[config.mk]
export PLATFORM = sky130hd
export DESIGN_NAME = vector_div_unit
export DESIGN_NICKNAME = d
export VERILOG_FILES = /design/src/rtl/vector_div_unit.sv
export SDC_FILE = /design/constraint.sdc
export NUM_CORES = 1
export LEC_CHECK = 0
export ABC_AREA = 1
export CAP_MARGIN = 15
export CORE_MARGIN = 2
export CORE_UTILIZATION = 61
export CTS_CLUSTER_SIZE = 14
export DETAILED_ROUTE_END_ITERATION = 7
export GPL_ROUTABILITY_DRIVEN = 0
export PLACE_DENSITY = 0.83
export SYNTH_ARGS = -nofsm -noshare
export SYNTH_HDL_FRONTEND = slang
export SYNTH_SLANG_ARGS = --single-unit
export TNS_END_PERCENT = 20
[constraint.sdc]
create_clock -name CLK -period 2.9 [get_ports CLK]
set_input_delay 0.29 -clock CLK [delete_from_list [all_inputs] [get_ports CLK]]
set_output_delay 0.29 -clock CLK [all_outputs]
set_load 0.005 [all_outputs]
[src/rtl/vector_div_unit.sv]
// vector_div_unit: iterative restoring integer divider for one vector lane.
// Implements vdiv/vdivu/vrem/vremu at SEW 8/16/32 and retires BITS_PER_CYCLE
// quotient bits per clock.
// Ports:
//   CLK, nRST          clock, asynchronous active-low reset
//   start_div          request a new divide (taken only while idle)
//   flush              abort the operation in flight, no completion produced
//   sew                element width 00=8, 01=16, 10/11=32
//   div_type           0=quotient, 1=remainder
//   is_signed_div      operands are two's complement
//   vs2_data/vs1_data  dividend / divisor (low SEW bits used)
//   wdata_du           registered result, held until the next completion
//   busy_du            operation in flight
//   done_du            one-cycle completion pulse
//   exception_du       one-cycle pulse with done_du on divide by zero
module vector_div_unit #(
    parameter int WIDTH          = 32,
    parameter int BITS_PER_CYCLE = 1
) (
    input  logic             CLK,
    input  logic             nRST,
    input  logic             start_div,
    input  logic             flush,
    input  logic [1:0]       sew,
    input  logic             div_type,
    input  logic             is_signed_div,
    input  logic [WIDTH-1:0] vs2_data,
    input  logic [WIDTH-1:0] vs1_data,
    output logic [WIDTH-1:0] wdata_du,
    output logic             busy_du,
    output logic             done_du,
    output logic             exception_du
);

    localparam int CNT_W = 6;

    typedef enum logic [1:0] {
        IDLE = 2'b00,
        ITER = 2'b01,
        FIX  = 2'b10
    } state_t;

    // Mask covering the low SEW bits.
    function automatic logic [WIDTH-1:0] sew_mask(input logic [1:0] s);
        case (s)
            2'b00:   sew_mask = WIDTH'(8'hFF);
            2'b01:   sew_mask = WIDTH'(16'hFFFF);
            default: sew_mask = WIDTH'(32'hFFFF_FFFF);
        endcase
    endfunction

    // Sign bit of an SEW-wide element.
    function automatic logic sew_msb(input logic [WIDTH-1:0] x, input logic [1:0] s);
        case (s)
            2'b00:   sew_msb = x[7];
            2'b01:   sew_msb = x[15];
            default: sew_msb = x[31];
        endcase
    endfunction

    // Move an SEW-wide value to the top of the register so the next dividend
    // bit is always taken from bit WIDTH-1.
    function automatic logic [WIDTH-1:0] sew_align(input logic [WIDTH-1:0] x, input logic [1:0] s);
        case (s)
            2'b00:   sew_align = x << (WIDTH - 8);
            2'b01:   sew_align = x << (WIDTH - 16);
            default: sew_align = x << (WIDTH - 32);
        endcase
    endfunction

    // Iteration counter start value: SEW/BITS_PER_CYCLE - 1.
    function automatic logic [CNT_W-1:0] iter_init(input logic [1:0] s);
        case (s)
            2'b00:   iter_init = CNT_W'(8 / BITS_PER_CYCLE - 1);
            2'b01:   iter_init = CNT_W'(16 / BITS_PER_CYCLE - 1);
            default: iter_init = CNT_W'(32 / BITS_PER_CYCLE - 1);
        endcase
    endfunction

    // Two's complement negate within SEW bits.
    function automatic logic [WIDTH-1:0] sew_neg(input logic [WIDTH-1:0] x, input logic [1:0] s);
        sew_neg = (~x + WIDTH'(1)) & sew_mask(s);
    endfunction

    // Extend an SEW-wide value to WIDTH, signed or unsigned.
    function automatic logic [WIDTH-1:0] sew_ext(input logic [WIDTH-1:0] x, input logic [1:0] s,
                                                 input logic sgn);
        logic [WIDTH-1:0] m;
        m = sew_mask(s);
        if (sgn && sew_msb(x, s)) begin
            sew_ext = x | ~m;
        end else begin
            sew_ext = x & m;
        end
    endfunction

    state_t           state_q, state_d;
    logic [WIDTH-1:0] wdata_q, wdata_d;
    logic             busy_q, busy_d;
    logic             done_q, done_d;
    logic             exc_q, exc_d;
    logic [1:0]       sew_q, sew_d;
    logic             div_type_q, div_type_d;
    logic             signed_q, signed_d;
    logic             q_neg_q, q_neg_d;
    logic             r_neg_q, r_neg_d;
    logic [WIDTH-1:0] divisor_q, divisor_d;
    logic [WIDTH-1:0] dvd_q, dvd_d;
    logic [WIDTH-1:0] rem_q, rem_d;
    logic [WIDTH-1:0] quot_q, quot_d;
    logic [CNT_W-1:0] cnt_q, cnt_d;

    logic [WIDTH-1:0] op_a_s, op_b_s, mag_a_s, mag_b_s;
    logic             sign_a_s, sign_b_s, div_zero_s, ovf_s;
    logic [WIDTH-1:0] spec_res_s;
    logic [WIDTH:0]   trial_s, diff_s;
    logic [WIDTH-1:0] step_rem_s, step_dvd_s, step_quot_s;
    logic [WIDTH-1:0] fix_q_s, fix_r_s, fix_res_s;

    // Operand preparation and special-case detection for an incoming request.
    always_comb begin
        op_a_s     = vs2_data & sew_mask(sew);
        op_b_s     = vs1_data & sew_mask(sew);
        sign_a_s   = is_signed_div & sew_msb(op_a_s, sew);
        sign_b_s   = is_signed_div & sew_msb(op_b_s, sew);
        mag_a_s    = sign_a_s ? sew_neg(op_a_s, sew) : op_a_s;
        mag_b_s    = sign_b_s ? sew_neg(op_b_s, sew) : op_b_s;
        div_zero_s = (op_b_s == WIDTH'(0));
        // Most negative SEW value divided by -1 overflows the quotient.
        ovf_s      = is_signed_div
                   && (op_a_s == (sew_mask(sew) ^ (sew_mask(sew) >> 1)))
                   && (op_b_s == sew_mask(sew));
        if (div_zero_s) begin
            spec_res_s = sew_ext(div_type ? op_a_s : sew_mask(sew), sew, is_signed_div);
        end else begin
            spec_res_s = sew_ext(div_type ? WIDTH'(0) : op_a_s, sew, is_signed_div);
        end
    end

    // BITS_PER_CYCLE restoring steps on the SEW-bit magnitudes.
    always_comb begin
        step_rem_s  = rem_q;
        step_dvd_s  = dvd_q;
        step_quot_s = quot_q;
        trial_s     = '0;
        diff_s      = '0;
        for (int i = 0; i < BITS_PER_CYCLE; i++) begin
            trial_s = {step_rem_s, step_dvd_s[WIDTH-1]};
            diff_s  = trial_s - {1'b0, divisor_q};
            if (diff_s[WIDTH]) begin
                step_rem_s  = trial_s[WIDTH-1:0];
                step_quot_s = {step_quot_s[WIDTH-2:0], 1'b0};
            end else begin
                step_rem_s  = diff_s[WIDTH-1:0];
                step_quot_s = {step_quot_s[WIDTH-2:0], 1'b1};
            end
            step_dvd_s = {step_dvd_s[WIDTH-2:0], 1'b0};
        end
    end

    // Sign fix-up and result selection at the end of iteration.
    always_comb begin
        fix_q_s   = q_neg_q ? sew_neg(quot_q, sew_q) : (quot_q & sew_mask(sew_q));
        fix_r_s   = r_neg_q ? sew_neg(rem_q, sew_q) : (rem_q & sew_mask(sew_q));
        fix_res_s = sew_ext(div_type_q ? fix_r_s : fix_q_s, sew_q, signed_q);
    end

    // Next-state logic for the control FSM and datapath registers.
    always_comb begin
        state_d    = state_q;
        wdata_d    = wdata_q;
        busy_d     = busy_q;
        done_d     = 1'b0;
        exc_d      = 1'b0;
        sew_d      = sew_q;
        div_type_d = div_type_q;
        signed_d   = signed_q;
        q_neg_d    = q_neg_q;
        r_neg_d    = r_neg_q;
        divisor_d  = divisor_q;
        dvd_d      = dvd_q;
        rem_d      = rem_q;
        quot_d     = quot_q;
        cnt_d      = cnt_q;
        if (flush) begin
            state_d = IDLE;
            busy_d  = 1'b0;
        end else begin
            case (state_q)
                IDLE: begin
                    if (start_div) begin
                        sew_d      = (sew == 2'b11) ? 2'b10 : sew;
                        div_type_d = div_type;
                        signed_d   = is_signed_div;
                        q_neg_d    = sign_a_s ^ sign_b_s;
                        r_neg_d    = sign_a_s;
                        divisor_d  = mag_b_s;
                        dvd_d      = sew_align(mag_a_s, sew);
                        rem_d      = '0;
                        quot_d     = '0;
                        cnt_d      = iter_init(sew);
                        if (div_zero_s || ovf_s) begin
                            state_d = IDLE;
                            wdata_d = spec_res_s;
                            done_d  = 1'b1;
                            exc_d   = div_zero_s;
                            busy_d  = 1'b0;
                        end else begin
                            state_d = ITER;
                            busy_d  = 1'b1;
                        end
                    end else begin
                        state_d = IDLE;
                        busy_d  = 1'b0;
                    end
                end
                ITER: begin
                    rem_d  = step_rem_s;
                    dvd_d  = step_dvd_s;
                    quot_d = step_quot_s;
                    if (cnt_q == CNT_W'(0)) begin
                        state_d = FIX;
                    end else begin
                        cnt_d = cnt_q - CNT_W'(1);
                    end
                end
                FIX: begin
                    wdata_d = fix_res_s;
                    done_d  = 1'b1;
                    busy_d  = 1'b0;
                    state_d = IDLE;
                end
                default: begin
                    state_d = IDLE;
                    busy_d  = 1'b0;
                end
            endcase
        end
    end

    // State and datapath registers.
    always_ff @(posedge CLK or negedge nRST) begin
        if (!nRST) begin
            state_q    <= IDLE;
            wdata_q    <= '0;
            busy_q     <= 1'b0;
            done_q     <= 1'b0;
            exc_q      <= 1'b0;
            sew_q      <= 2'b00;
            div_type_q <= 1'b0;
            signed_q   <= 1'b0;
            q_neg_q    <= 1'b0;
            r_neg_q    <= 1'b0;
            divisor_q  <= '0;
            dvd_q      <= '0;
            rem_q      <= '0;
            quot_q     <= '0;
            cnt_q      <= '0;
        end else begin
            state_q    <= state_d;
            wdata_q    <= wdata_d;
            busy_q     <= busy_d;
            done_q     <= done_d;
            exc_q      <= exc_d;
            sew_q      <= sew_d;
            div_type_q <= div_type_d;
            signed_q   <= signed_d;
            q_neg_q    <= q_neg_d;
            r_neg_q    <= r_neg_d;
            divisor_q  <= divisor_d;
            dvd_q      <= dvd_d;
            rem_q      <= rem_d;
            quot_q     <= quot_d;
            cnt_q      <= cnt_d;
        end
    end

    assign wdata_du     = wdata_q;
    assign busy_du      = busy_q;
    assign done_du      = done_q;
    assign exception_du = exc_q;

endmodule

==> results.tsv, run 1 <==
stage	metric	value	unit
clocking	CTS max path bufs	2	
sta	Sum Neg Setup Slack	0	ns
sta	Fmax achieved	377.7	MHz
worst_setup_path	Reg-to-Reg End	rem_q[5]$_DFFE_PN0P_	
clocking	clock buffer count from CTS	17	
routing	DR vias	18380	
placed_design	PortBufs	106	
worst_hold_path	type of the tightest min-delay check	in -> async	
worst_setup_path	critical path fanouts, max	16	
die	Die H	163.6	um
sta	Final Setup Violations	0	
status	failing checks	design-rule violations	
worst_setup_path	CP endpoint kind	flip-flop	
grt	first-pass GRT wire length	85800	um
synthesis	Avg Synthesized Cell Area	6.021	um2
synthesis	Synth Warn #	0	
flow_run	MaxCap Viol Count	0	
power_and_ir_drop	cell area power density	853.4	nW/um2
placed_design	placed wire-length estimate	40460	um
power_and_ir_drop	Comb pwr share	59.3	%
synthesis	Cell variety after synth	52	
finish	fin nets	2767	
status	status	complete, but fails checks	
power_and_ir_drop	Clock Power Share	16.1	%
finish	Ant. Diodes	0	
power_and_ir_drop	Net Sw Frac	50.29	%
routing	vias per cell	6.133	
worst_setup_path	R2R setup slack	0.25	ns
synthesis	Synth Instances	2579	
sta	pins over their slew limit	0	
power_and_ir_drop	Reg power frac	24.5	%
synthesis	most frequent cell after synthesis	nand2_1	
routing	DRC Markers	2	
synthesis	Seq/Total Area, Yosys	28.52	%
clocking	# clock sinks	177	
worst_setup_path	Reg2Reg Depth	18	
worst_setup_path	Worst setup SP type	flip-flop	
worst_setup_path	critical path type	reg -> reg	
sta	crit share post-route	91.30	%
sta	final hold violations	0	
die	die area	26750	um2
synthesis	commonest cells in the netlist	nand2_1, nand3_1, nor2_1, inv_1, o21ai_0	
power_and_ir_drop	leak pwr	8.829	nW
power_and_ir_drop	Peak VDD IR	0.5317	mV
grt	number of global-route vias before repair	17050	
routing	ANT nets after route	0	
grt	pin count of the biggest net entering global routing	78	
die	core area	25110	um2
clocking	CTS tree	yes	
finish	Area Overhead vs Synth	13.48	%
worst_setup_path	CP required	3.18	ns
power_and_ir_drop	Int Pwr	7.476	mW
sta	skew final	0.01394	ns
worst_setup_path	Worst setup endpoint	rem_q[5]$_DFFE_PN0P_	
synthesis	ranking of synthesized cells by area	dfrtp_1, nand2_1, nand3_1	
synthesis	Post-synth EDFFs	0	
die	initial core utilization	61.84	%
routing	Iteration-0 DRC Markers	2737	
die	die extent in x	163.6	um
grt	antenna violations before repair	0	
synthesis	cell taking the most area after synthesis	dfrtp_1	
clocking	root buf cell	clkbuf_16	
finish	share of layout cells above drive strength 1	4.876	%
sta	RSZ-0062 raised after global routing	no	
clocking	clk_lat worst skew	0.45	ns
routing	Routed WL	53370	um
sta	Slew headroom	51.55	%
die	row cnt	58	
die	Ports	107	
worst_setup_path	FF-to-FF Start	dvd_q[31]$_DFFE_PN0P_	
routing	DR WL/cell	17.81	um
power_and_ir_drop	net switching power	7.562	mW
grt	overall fraction of global-route tracks in use	40.32	%
finish	Util after Layout	70.18	%
sta	Worst-Margin Slew	0.7268	ns
synthesis	number of synthesized register bits	177	
worst_setup_path	critical path data arrival time	2.93	ns
grt	GRT overflow	0	
sta	minimum clock period	2.648	ns
routing	DRT Pass-1 Iters	8	
synthesis	area of the mapped netlist	15530	um2
synthesis	Synth top area share	28.52	%
worst_setup_path	Critical Path Start	dvd_q[31]$_DFFE_PN0P_	
clocking	CTS H-tree lvls	4	
synthesis	syn nets	2692	
clocking	clock transition at the registers of the reported paths	0.07	ns
synthesis	async set or reset register ratio after synthesis	100.0	%
synthesis	Main synth FF type	dfrtp_1	
[cell type report]
class,count,area [um2]
fillers,2231,7487
flip-flops and latches,177,4429
clock inverters,12,150.1
inverters,283,1064
clock buffers,19,452.9
multi-input cells,2015,9590
repair buffers,160,1523
well taps,330,412.9
[through the flow]
step                instance area [um2]  hold WS [ns]  power [mW]  worst slack, ns  cells
detailed placement                16990        0.3164       12.23           0.1094   2964
floorplan                         15530     -0.005591       9.673           0.4705   2579
CTS                               17610        0.4361       14.72           0.1415   2996
global placement                  16990        0.3162       12.02           0.1431   2964
global route                      17620        0.4639       16.17          0.02189   2996
finish                            17620        0.3916       15.04           0.2522   2996
[logic make-up (layout without fill, tap and decap cells)]
family                     count (synthesis)  in the layout  synth area share [%]
buffers and inverters                    387            474                 9.894
DFF                                      177            177                 28.52
and+or+nand+nor                         1539           1539                 42.20
adders and majority gates                 41             41                 3.352
AOI/OAI and AO/OA                        390            390                 13.49
xor gates and xnor gates                  45             45                 2.538
[cells in the final DEF (no fill, tap or decap), types with 2 or more instances in the layout]
cell	n
a21o_1	2
a21oi_1	109
a22oi_1	10
a31oi_1	4
and2_1	3
buf_12	4
buf_4	48
bufinv_16	2
clkbuf_16	17
clkbuf_8	2
clkdlybuf4s50_1	104
clkinv_2	3
clkinv_4	3
dfrtp_1	177
ha_1	40
inv_1	273
inv_2	8
inv_6	3
nand2_1	763
nand2_2	5
nand3_1	333
nand3_2	3
nand3b_1	11
nand4_1	49
nor2_1	314
nor2_2	8
nor2_4	5
nor3_1	31
o211ai_1	10
o21a_1	3
o21ai_0	205
o21ai_1	14
o21bai_1	4
o221ai_1	3
o22ai_1	18
o32ai_1	2
or2_2	5
xnor2_1	19
xor2_1	26
[state kept, by name, indices dropped and copies added (netlist names)]
signal,cells
div_type_q,1
busy_du,1
rem_q,32
cnt_q,6
dvd_q,32
done_du,1
wdata_du,32
q_neg_q,1
r_neg_q,1
state_q,2
quot_q,32
sew_q,2
exception_du,1
signed_q,1
divisor_q,32
[worst min-delay path by stage]
stage	endpoint	cells after the start	slack, ns	start
2_1_floorplan	busy_du$_DFFE_PN0P_	0	-0.006	nRST
3_3_place_gp	rem_q[25]$_DFFE_PN0P_	1	0.32	nRST
3_5_place_dp	rem_q[25]$_DFFE_PN0P_	1	0.32	nRST
4_1_cts	rem_q[25]$_DFFE_PN0P_	2	0.44	nRST
5_1_grt	rem_q[25]$_DFFE_PN0P_	2	0.46	nRST
6_report	rem_q[25]$_DFFE_PN0P_	2	0.39	nRST
[worst max-delay path, stage by stage (launching register included)]
cell and delay [ns]:
dfrtp_1 0.39, inv_1 0.09, ha_1 0.14, inv_1 0.08, fa_2 0.37, nand2_1 0.07
nand2_1 0.09, and2_1 0.18, nand2_1 0.07, nand2_1 0.09, nand2_1 0.10, nand2_2 0.09
nand2_2 0.09, nand2_1 0.07, nand2_2 0.12, buf_8 0.17, nand3_1 0.10, nand3_1 0.10
o21ai_0 0.10
[power by group through the flow]
stage	Sequential [mW]	Combinational [mW]	Clock, mW
after floorplan	3.48	6.19	0
after global placement	3.69	8.33	0
after detailed placement	3.70	8.53	0
after CTS	3.66	8.62	2.43
after global routing	3.75	9.88	2.55
final	3.69	8.92	2.43
[what timing repair did]
action	4_1_cts	5_1_grt
endpoints found under the setup margin	0	32
hold buffers	1	0
gates resized for setup	0	7
setup buffers	0	0
hold endpoints to repair	59	0
[layer usage]
layer	up-vias	wire length, um	GRT usage, %
met4	0	2899	20.61
met1	8281	20650	53.69
met5	-	0	0
met3	257	6716	9.777
met2	1272	23110	61.07
li1	8565	-	-
Note: power is estimated with default switching activity, not from simulation.
==> run 2, diff against run 1 <==
--- a/config.mk
+++ b/config.mk
@@ -7,12 +7,10 @@
 export LEC_CHECK = 0
 export ABC_AREA = 1
 export CAP_MARGIN = 15
-export CORE_MARGIN = 2
-export CORE_UTILIZATION = 61
+export CORE_UTILIZATION = 65
 export CTS_CLUSTER_SIZE = 14
 export DETAILED_ROUTE_END_ITERATION = 7
-export GPL_ROUTABILITY_DRIVEN = 0
-export PLACE_DENSITY = 0.83
+export PLACE_DENSITY = 0.88
 export SYNTH_ARGS = -nofsm -noshare
 export SYNTH_HDL_FRONTEND = slang
 export SYNTH_SLANG_ARGS = --single-unit
==> constraint.sdc (replaced) <==
create_clock -name CLK -period 3.1 [get_ports CLK]
set_input_delay 0.31 -clock CLK [delete_from_list [all_inputs] [get_ports CLK]]
set_output_delay 0.31 -clock CLK [all_outputs]
set_load 0.005 [all_outputs]
==> run 2 against run 1 <==
The flow now finishes without violations; combinational power decreased by 6.2%; utilization increased by 4.7 points; cell area decreased by 0.27%; cell count decreased by 0.53%; register-to-register slack got worse by 0.11 ns; global-route usage increased by 5.3 points; non-clock buffer count decreased by 7; clock-buffer cell count unchanged; routed wire length increased by 2.9%; worst setup slack got worse by 0.11 ns; critical path type unchanged.
==> results.tsv, run 2 (synthesis results as in run 1) <==
stage	metric	value	unit	change
grt	antenna violations before repair	1		+1
placed_design	routability congestion estimate	1.034		
worst_hold_path	type of the tightest min-delay check	in -> async		
clocking	root buf cell	clkbuf_16		
clocking	clock buffer count from CTS	17		unchanged
sta	Fmax achieved	338.3	MHz	-10%
sta	skew final	0.01359	ns	-0.0003479 ns
sta	Final Setup Violations	0		unchanged
sta	fin worst setup slack	0.1437	ns	-0.1086 ns
worst_setup_path	CP required	3.45	ns	+0.27 ns
grt	pin count of the biggest net entering global routing	78		unchanged
finish	fill cell count	1940		-13%
power_and_ir_drop	cell area power density	804.1	nW/um2	-5.8%
worst_setup_path	CP max stage delay	0.42	ns	+0.03 ns
worst_setup_path	cells along the critical path	inv_1 -> ha_1 -> inv_1 -> fa_1 -> nand2_1 -> nand2_1 -> and2_1 -> nand2_1 -> nand2_1 -> nand2_1 -> nand2_1 -> nand2_1 -> nand2_1 -> nand2_2 -> nand2_8 -> inv_4 -> nand2_1 -> nand3_1 -> nand2_1		
worst_setup_path	Worst setup SP type	flip-flop		
routing	vias per cell	6.230		+1.6%
worst_setup_path	critical path type	reg -> reg		
die	initial core utilization	66.16	%	+4.3 points
sta	Slew headroom	48.56	%	-3.0 points
grt	GRT met2 Usage	69.96	%	+8.9 points
grt	overall fraction of global-route tracks in use	45.63	%	+5.3 points
worst_setup_path	critical path data arrival time	3.30	ns	+0.37 ns
sta	Worst-Margin Slew	0.7717	ns	+0.04490 ns
worst_setup_path	critical path fanouts, max	17		+1
grt	met3 usage	11.91	%	+2.1 points
worst_setup_path	Critical-path top delay cell	fa_1		
grt	GRT overflow	0		unchanged
die	Die H	156.6	um	-4.3%
grt	first-pass GRT wire length	86680	um	+1.0%
routing	DR WL/cell	18.43	um	+3.4%
grt	M1 GR Usage	59.65	%	+6.0 points
power_and_ir_drop	leak pwr	8.788	nW	-0.46%
sta	Sum Neg Setup Slack	0	ns	unchanged
sta	final hold violations	0		unchanged
sta	WHS	0.4270	ns	+0.03540 ns
routing	DRC Markers	0		-2
finish	most common cell after layout, fill and taps aside	nand2_1		
power_and_ir_drop	Total Power	14.13	mW	-6.0%
sta	crit share post-route	95.37	%	+4.1 points
routing	Iteration-0 DRC Markers	2769		+1.2%
die	die area	24510	um2	-8.4%
die	row cnt	56		-3.4%
finish	Area Overhead vs Synth	13.17	%	
placed_design	pre-CTS setup slack	0.2488	ns	+0.1394 ns
routing	ANT nets after route	0		unchanged
die	core area	23470	um2	-6.5%
finish	share of layout cells above drive strength 1	4.474	%	-0.40 points
flow_run	MaxCap Viol Count	0		unchanged
routing	DR vias	18570		+1.0%
clocking	# clock sinks	177		unchanged
status	status	finished, final reports clean		
clocking	CTS tree	yes		
clocking	clk_lat worst skew	0.46	ns	about the same
sta	minimum clock period	2.956	ns	+0.3086 ns
power_and_ir_drop	Peak VDD IR	0.4796	mV	-9.8%
sta	pins over their slew limit	0		unchanged
worst_setup_path	Critical Path Start	dvd_q[31]$_DFFE_PN0P_		
finish	fin nets	2760		-0.25%
worst_setup_path	CP endpoint kind	flip-flop		
clocking	CTS H-tree lvls	4		unchanged
die	die extent in x	156.6	um	-4.3%
worst_setup_path	FF-to-FF Start	dvd_q[31]$_DFFE_PN0P_		
grt	gr busiest metal	met2		
worst_setup_path	Top cell by count, worst path	nand2_1		
clocking	clock transition at the registers of the reported paths	0.08	ns	about the same
routing	DRT Pass-1 Iters	6		-2
finish	most frequent cells in the layout	nand2_1, nand3_1, nor2_1		
die	Ports	107		unchanged
placed_design	PortBufs	106		unchanged
placed_design	placed wire-length estimate	41510	um	+2.6%
clocking	CTS max path bufs	2		unchanged
routing	Routed WL	54920	um	+2.9%
grt	number of global-route vias before repair	16870		-1.0%
-- run 2: changes by cell type in the layout (fill, tap and decap cells not counted), moves of 2 or more --
cell	previous run	this run
nand2_1	763	765
clkbuf_8	2	0
buf_4	48	39
inv_6	3	5
nand2_2	5	3
clkinv_2	3	0
clkbuf_1	0	2
-- run 2: power by group --
part,leakage [nW],switching (mW),internal (mW)
sequential,2.30,0.553,2.90
combinational,6.20,5.56,2.81
clock,0.290,1.08,1.22
total,8.79,7.20,6.93
-- run 2: final cells by class --
| class | instances | area [um2] | share of cell area [%] |
|---|---|---|---|
| Clock buffer | 19 | 432.9 | 2.463 |
| Multi-Input combinational cell | 2015 | 9592 | 54.58 |
| Clock inverter | 13 | 167.7 | 0.9540 |
| Tap cell | 319 | 399.1 | 2.271 |
| Timing Repair Buffer | 153 | 1486 | 8.458 |
| Antenna cell | 1 | 2.502 | 0.01424 |
| Sequential cell | 177 | 4429 | 25.20 |
| Inverter | 283 | 1065 | 6.059 |
-- run 2: repair_timing --
| item | 4_1_cts | 5_1_grt |
|---|---|---|
| gates resized for setup | 0 | 7 |
| setup endpoints to repair | 0 | 28 |
| endpoints found under the hold margin | 65 | 0 |
| setup buffers | 0 | 0 |
| hold buffers | 1 | 0 |
-- run 2: worst paths after layout --
kind	endpoint	slack, ns	depth (start not counted)
max reg2reg	rem_q[31]$_DFFE_PN0P_	0.14	19
min in group CLK	wdata_du[16]$_DFFE_PN0P_	0.49	2
min	rem_q[26]$_DFFE_PN0P_	0.43	2
max in group asynchronous	signed_q$_DFFE_PN0P_	1.79	3
max	rem_q[31]$_DFFE_PN0P_	0.14	19
min reg2reg	wdata_du[16]$_DFFE_PN0P_	0.49	2
-- run 2: worst max-delay path, delay by kind of cell, from the launching register on --
family | cells | cell delay [ns]
AND/OR/NAND/NOR | 14 | 1.52
adder cells (fa/ha/maj) | 2 | 0.58
buffers and inverters | 3 | 0.35
flip-flops | 1 | 0.40
-- run 2: per-stage QoR --
stage	std cells	util (%)	cell area, um2
after detailed placement	2946	72.16	16940
final	2980	74.87	17570
after floorplan	2579	-	15530
after global routing	2979	74.86	17570
after global placement	2946	72.16	16940
after CTS	2979	74.77	17550
-- run 2: layer usage --
metal  share of wire, %  wire length, um
met5                  0                0
met4                5.1             2794
met3                 13             6882
met2                 44            24130
met1                 38            21110
